--- src/rtl/fifo_regfile.sv ---
`default_nettype none
// ============================================================================
// Module   : fifo_regfile
// Brief    : Synchronous FIFO over a DEPTH x DATA_W register file with
//            one-hot per-entry write enables, occupancy count, registered
//            status flags and per-direction ack/err handshake outputs.
// Revision : 1.0 - initial release
// ============================================================================
module fifo_regfile #(
  parameter int DATA_W   = 32,
  parameter int DEPTH    = 32,
  parameter int AW       = $clog2(DEPTH),
  parameter int AFULL_TH = DEPTH - 2
) (
  input  logic              clk,
  input  logic              reset,
  input  logic              wr_en,
  input  logic [DATA_W-1:0] d_in,
  input  logic              rd_en,
  output logic [DATA_W-1:0] d_out,
  output logic              full,
  output logic              empty,
  output logic              almost_full,
  output logic [AW:0]       data_count,
  output logic              wr_ack,
  output logic              wr_err,
  output logic              rd_ack,
  output logic              rd_err
);

  localparam logic [AW:0] C_DEPTH    = (AW+1)'(DEPTH);
  localparam logic [AW:0] C_AFULL_TH = (AW+1)'(AFULL_TH);

  // Handshake status of the most recent edge.
  typedef enum logic [2:0] {
    S_IDLE   = 3'd0,
    S_WRITE  = 3'd1,
    S_READ   = 3'd2,
    S_WR_RD  = 3'd3,
    S_WR_ERR = 3'd4,
    S_RD_ERR = 3'd5
  } state_t;

  // Storage and bookkeeping
  logic [DATA_W-1:0] mem_q [DEPTH];
  logic [DATA_W-1:0] mem_d [DEPTH];
  logic [DEPTH-1:0]  wr_sel;

  logic [AW-1:0]     wr_ptr_q, wr_ptr_d;
  logic [AW-1:0]     rd_ptr_q, rd_ptr_d;
  logic [AW:0]       count_q, count_d;
  logic [DATA_W-1:0] d_out_q, d_out_d;
  logic              full_q, full_d;
  logic              empty_q, empty_d;
  logic              afull_q, afull_d;
  state_t            state_q, state_d;
  // Set when the direction opposite to the error was accepted in that cycle.
  logic              other_ok_q, other_ok_d;

  logic              wr_ok;
  logic              rd_ok;

  // Acceptance is judged against the pre-edge flags only.
  assign wr_ok = wr_en & ~full_q;
  assign rd_ok = rd_en & ~empty_q;

  // One-hot write decode: only the entry at wr_ptr loads.
  generate
    for (genvar gi = 0; gi < DEPTH; gi++) begin : g_entry
      assign wr_sel[gi] = wr_ok && (wr_ptr_q == AW'(gi));
      assign mem_d[gi]  = wr_sel[gi] ? d_in : mem_q[gi];
    end
  endgenerate

  // Register file entries; cleared on reset.
  always_ff @(posedge clk) begin
    for (int i = 0; i < DEPTH; i++) begin
      if (reset) begin
        mem_q[i] <= '0;
      end else begin
        mem_q[i] <= mem_d[i];
      end
    end
  end

  // Next pointers, count, read data and status flags.
  always_comb begin
    wr_ptr_d = wr_ptr_q;
    rd_ptr_d = rd_ptr_q;
    count_d  = count_q;
    d_out_d  = d_out_q;

    if (wr_ok) begin
      wr_ptr_d = wr_ptr_q + 1'b1;
    end
    if (rd_ok) begin
      rd_ptr_d = rd_ptr_q + 1'b1;
      d_out_d  = mem_q[rd_ptr_q];
    end

    case ({wr_ok, rd_ok})
      2'b10:   count_d = count_q + 1'b1;
      2'b01:   count_d = count_q - 1'b1;
      default: count_d = count_q;
    endcase

    full_d  = (count_d == C_DEPTH);
    empty_d = (count_d == '0);
    afull_d = (count_d >= C_AFULL_TH);
  end

  // Handshake state from request and outcome; an error takes the state and
  // the accepted opposite direction is remembered in other_ok.
  always_comb begin
    state_d    = S_IDLE;
    other_ok_d = 1'b0;
    if (wr_en && full_q) begin
      state_d    = S_WR_ERR;
      other_ok_d = rd_ok;
    end else if (rd_en && empty_q) begin
      state_d    = S_RD_ERR;
      other_ok_d = wr_ok;
    end else if (wr_ok && rd_ok) begin
      state_d = S_WR_RD;
    end else if (wr_ok) begin
      state_d = S_WRITE;
    end else if (rd_ok) begin
      state_d = S_READ;
    end
  end

  // Datapath and status registers; reset overrides any request.
  always_ff @(posedge clk) begin
    if (reset) begin
      wr_ptr_q   <= '0;
      rd_ptr_q   <= '0;
      count_q    <= '0;
      d_out_q    <= '0;
      full_q     <= 1'b0;
      empty_q    <= 1'b1;
      afull_q    <= (C_AFULL_TH == '0);
      state_q    <= S_IDLE;
      other_ok_q <= 1'b0;
    end else begin
      wr_ptr_q   <= wr_ptr_d;
      rd_ptr_q   <= rd_ptr_d;
      count_q    <= count_d;
      d_out_q    <= d_out_d;
      full_q     <= full_d;
      empty_q    <= empty_d;
      afull_q    <= afull_d;
      state_q    <= state_d;
      other_ok_q <= other_ok_d;
    end
  end

  // Outputs are decoded purely from registers.
  assign d_out       = d_out_q;
  assign full        = full_q;
  assign empty       = empty_q;
  assign almost_full = afull_q;
  assign data_count  = count_q;

  assign wr_err = (state_q == S_WR_ERR);
  assign rd_err = (state_q == S_RD_ERR);
  assign wr_ack = (state_q == S_WRITE) || (state_q == S_WR_RD) ||
                  ((state_q == S_RD_ERR) && other_ok_q);
  assign rd_ack = (state_q == S_READ) || (state_q == S_WR_RD) ||
                  ((state_q == S_WR_ERR) && other_ok_q);

endmodule
`default_nettype wire

--- config.mk ---
export PLATFORM = sky130hd
export DESIGN_NAME = fifo_regfile
export DESIGN_NICKNAME = d
export VERILOG_FILES = /design/src/rtl/fifo_regfile.sv
export SDC_FILE = /design/constraint.sdc
export NUM_CORES = 2
export LEC_CHECK = 0
export ABC_AREA = 1
export BUFFER_PORTS_ARGS = -buffer_cell sky130_fd_sc_hd__buf_2
export CORE_MARGIN = 2
export CORE_UTILIZATION = 55
export CTS_CLUSTER_SIZE = 10
export DETAILED_ROUTE_END_ITERATION = 7
export GPL_TIMING_DRIVEN = 0
export PLACE_DENSITY = 0.74
export SYNTH_ARGS = -nofsm -noshare
export SYNTH_HDL_FRONTEND = slang
export SYNTH_SLANG_ARGS = --single-unit
--- constraint.sdc ---
create_clock -name clk -period 3.4 [get_ports clk]
set_input_delay 0.17 -clock clk [delete_from_list [all_inputs] [get_ports clk]]
set_output_delay 0.17 -clock clk [all_outputs]
set_load 0.03 [all_outputs]
==> run metrics <==
initial antenna violation count=20; Synth Register Bits=1079; Post-Syn Area=0.04756 mm²; Final WS setup=-0.3525 ns; Via-to-Cell Ratio=6.762; ys flop type=edfxtp_1; Max Buffers Root-to-Sink=3; DR WL met2=82010 µm; CTS buffer count=120; 1st-pass router iterations=8; Final Skew=0.05028 ns; period utilisation layout=110.4%; critical path, cell by cell=buf_2 > clkinv_1 > clkbuf_1 > o211ai_1 > nand3_1 > nand4_1 > nand3_1 > a21oi_1; ys async rst share=0%; worst slew pin tran=1.618 ns; leakage=20.29 nW; total number of vias=41.16k; post-layout min period=3.753 ns; Critical Path RT=4.00 ns; Critical-path top delay cell=clkbuf_1; Clock Latency Late Sink=0.75 ns; first-pass GRT wire length=278300 µm; post-CTS setup buffer count=0; slowest stage delay, CP=1.11 ns; Die Wd=298.1 µm; relative slew slack=-7.837%; I/O pin total=81; clock power share=35.3%; pwr/cell area=620.6 mW/mm²; synthesis warning total=0; vias in the first global route=37.45k; met3 WL=37610 µm; Post-Synthesis Cells=4610; Syn Nets=4655; RSZ-0062 raised after global routing=false; Logic pwr share=18.9%; CTS tree=done; met1 WL=65920 µm; Critical Path Fanout Max=10; clk sinks=1079; global router's overall resource usage=45.09%; Max VDD drop=0.0005241 V; Die Area=0.08884 mm²; drt wl/cell=33.48 µm; Flop pwr share=45.8%; Die Ht=298.1 µm; Yosys cell types=32; placed cells=5865; number of synthesized flops with an enable pin=1024; Place WS=-0.07296 ns; clk root buf=clkbuf_16; CP Launch Type=flip-flop; design area=0.05414 mm²; Min-Delay Path Class=input port to flip-flop; final number of hold-violating endpoints=0; hpwl dp=143300 µm; row count=107; Area Growth Syn to Fin=13.84%; sequential element share of the synthesized area=66.97%; Final #Nets=4921; Sw Share=31.10%; failing checks=DRC, capacitance limit, slew limit, setup timing; element type at the critical path end=flip-flop; First DRT Iteration DRCs=8517; NetSw=10.45 mW; worst path arrival time=4.35 ns; Placeable Area=0.08541 mm²; fin cells=6087; critical path type=flip-flop to flip-flop; Setup Viol. Count Final=9; FMAX=266.5 MHz; most used cell, CP=nand3_1; Port Buffers=79; total gr overflow=0; status=finished, violations left; H-tree levels=3; Post-Syn Area per Cell=10.32 µm²; max_cap viols=2; residual DRC count=2; DRT Wirelength=203800 µm; layout cell share with drive strength beyond 1=9.161%; pin count of the biggest net entering global routing=28; clk slew on worst S/H paths=0.06 ns; Cell Int Power=23.15 mW; Top Layer Used=met5; RePlAce Congestion=1.067; area post-placement=0.05037 mm²; Final ANT Viol Nets=0; Starting Density=55.68%; fin. max-slew vios=22
[per-stage QoR]
stage	TNS, ns	total power, mW	hold WS (ns)	utilization, %
after floorplan	-410.12	18.78	0.3283	-
after detailed placement	-0.07296	21.43	0.4541	58.98
after global placement	-2394.37	21.29	0.4515	57.82
after CTS	0	32.88	0.05581	63.35
after global routing	0	33.92	0.1400	63.36
final	-0.7910	33.60	0.1177	63.38
[layout make-up]
| cell class | instances | area, µm² |
|---|---|---|
| Multi-Input combinational cell | 3007 | 13690 |
| Fill cell | 6884 | 31280 |
| Timing Repair Buffer | 146 | 1409 |
| Clock buffer | 168 | 3234 |
| Antenna cell | 9 | 22.52 |
| Clock inverter | 12 | 153.9 |
| Inverter | 98 | 372.9 |
| Sequential cell | 1079 | 31850 |
| Tap cell | 1144 | 1431 |
| Buffer | 424 | 1972 |
[path summary, 6_finish.rpt]
check | endpoint | slack (ns) | from | depth (start not counted)
max reg2reg | d_out[17] | -0.35 | rd_ptr_q[2] | 8
max | d_out[17] | -0.35 | rd_ptr_q[2] | 8
min | rd_ptr_q[0] | 0.12 | reset | 2
min reg2reg | d_out[3] | 0.46 | d_out[3] | 2
[placed cells by master, fill, tap and decap left out, types with 93 or more instances in the layout]
cell type	n
clkbuf_1	312
nor2_1	1643
o211ai_1	106
nand2_1	252
edfxtp_1	1024
buf_2	176
o21ai_0	434
o22ai_1	137
clkbuf_16	121
o21ai_1	93
nand3_1	134
[timing repair]
| item | CTS | global route |
|---|---|---|
| hold endpoints to repair | 72 | 0 |
| resized for setup | 0 | 14 |
| pin swaps | 0 | 0 |
| cloned | 0 | 0 |
| endpoints found under the setup margin | 3 | 10 |
| hold buffers | 35 | 0 |
[registers in the layout, indices dropped and copies added (netlist names), 3 cells and up]
name        count
mem_q        1024
state_q         3
rd_ptr_q        5
wr_ptr_q        5
d_out          32
data_count      6
[power by group through the flow]
| stage | clock network (mW) | registers (mW) | logic (mW) |
|---|---|---|---|
| 4_1_cts | 11.7 | 15.4 | 5.84 |
| 3_3_place_gp | 0 | 15.7 | 5.56 |
| 2_1_floorplan | 0 | 15.8 | 2.99 |
| 3_5_place_dp | 0 | 15.6 | 5.79 |
| 5_1_grt | 12.1 | 15.4 | 6.36 |
| 6_report | 11.9 | 15.4 | 6.34 |
[worst max-delay path, delay by kind of cell, from the launching register on]
kind / cells / cell delay (ns)
compound gates: 2 / 0.30
buf+inv: 3 / 1.74
flops: 1 / 0.31
simple gates: 3 / 1.24
[logic make-up after synthesis]
family / Yosys count / share of synthesized area, %
XOR/XNOR: 2 / 0.03684
AO/OA/AOI/OAI: 886 / 10.42
adder cells (fa/ha/maj): 9 / 0.2368
AND/OR/NAND/NOR: 2110 / 17.42
buffers and inverters: 524 / 4.922
flip-flops: 1079 / 66.97
[cell usage after synthesis, types with 9 or more instances]
master | count | share of area [%]
nor2_1 | 1643 | 13
edfxtp_1 | 1024 | 65
o21ai_0 | 462 | 4.9
clkbuf_1 | 275 | 2.2
nand2_1 | 256 | 2.0
o22ai_1 | 137 | 1.8
nand3_1 | 134 | 1.4
o211ai_1 | 106 | 1.7
buf_2 | 97 | 1.0
o21ai_1 | 93 | 0.98
inv_1 | 90 | 0.71
a21oi_1 | 66 | 0.69
dfxtp_1 | 55 | 2.3
nand4_1 | 42 | 0.55
buf_6 | 23 | 0.54
o221ai_1 | 22 | 0.41
or2_2 | 19 | 0.25
buf_4 | 17 | 0.27
buf_1 | 13 | 0.10
ha_1 | 9 | 0.24
[metal layers]
| layer | global-route usage (%) | vias to the layer above |
|---|---|---|
| met5 | 0.8658 | - |
| met4 | 31.02 | 26 |
| met3 | 19.16 | 945 |
| met2 | 62.29 | 4354 |
| met1 | 57.30 | 19407 |
| li1 | - | 16430 |
Note: power is estimated with default switching activity, not from simulation.
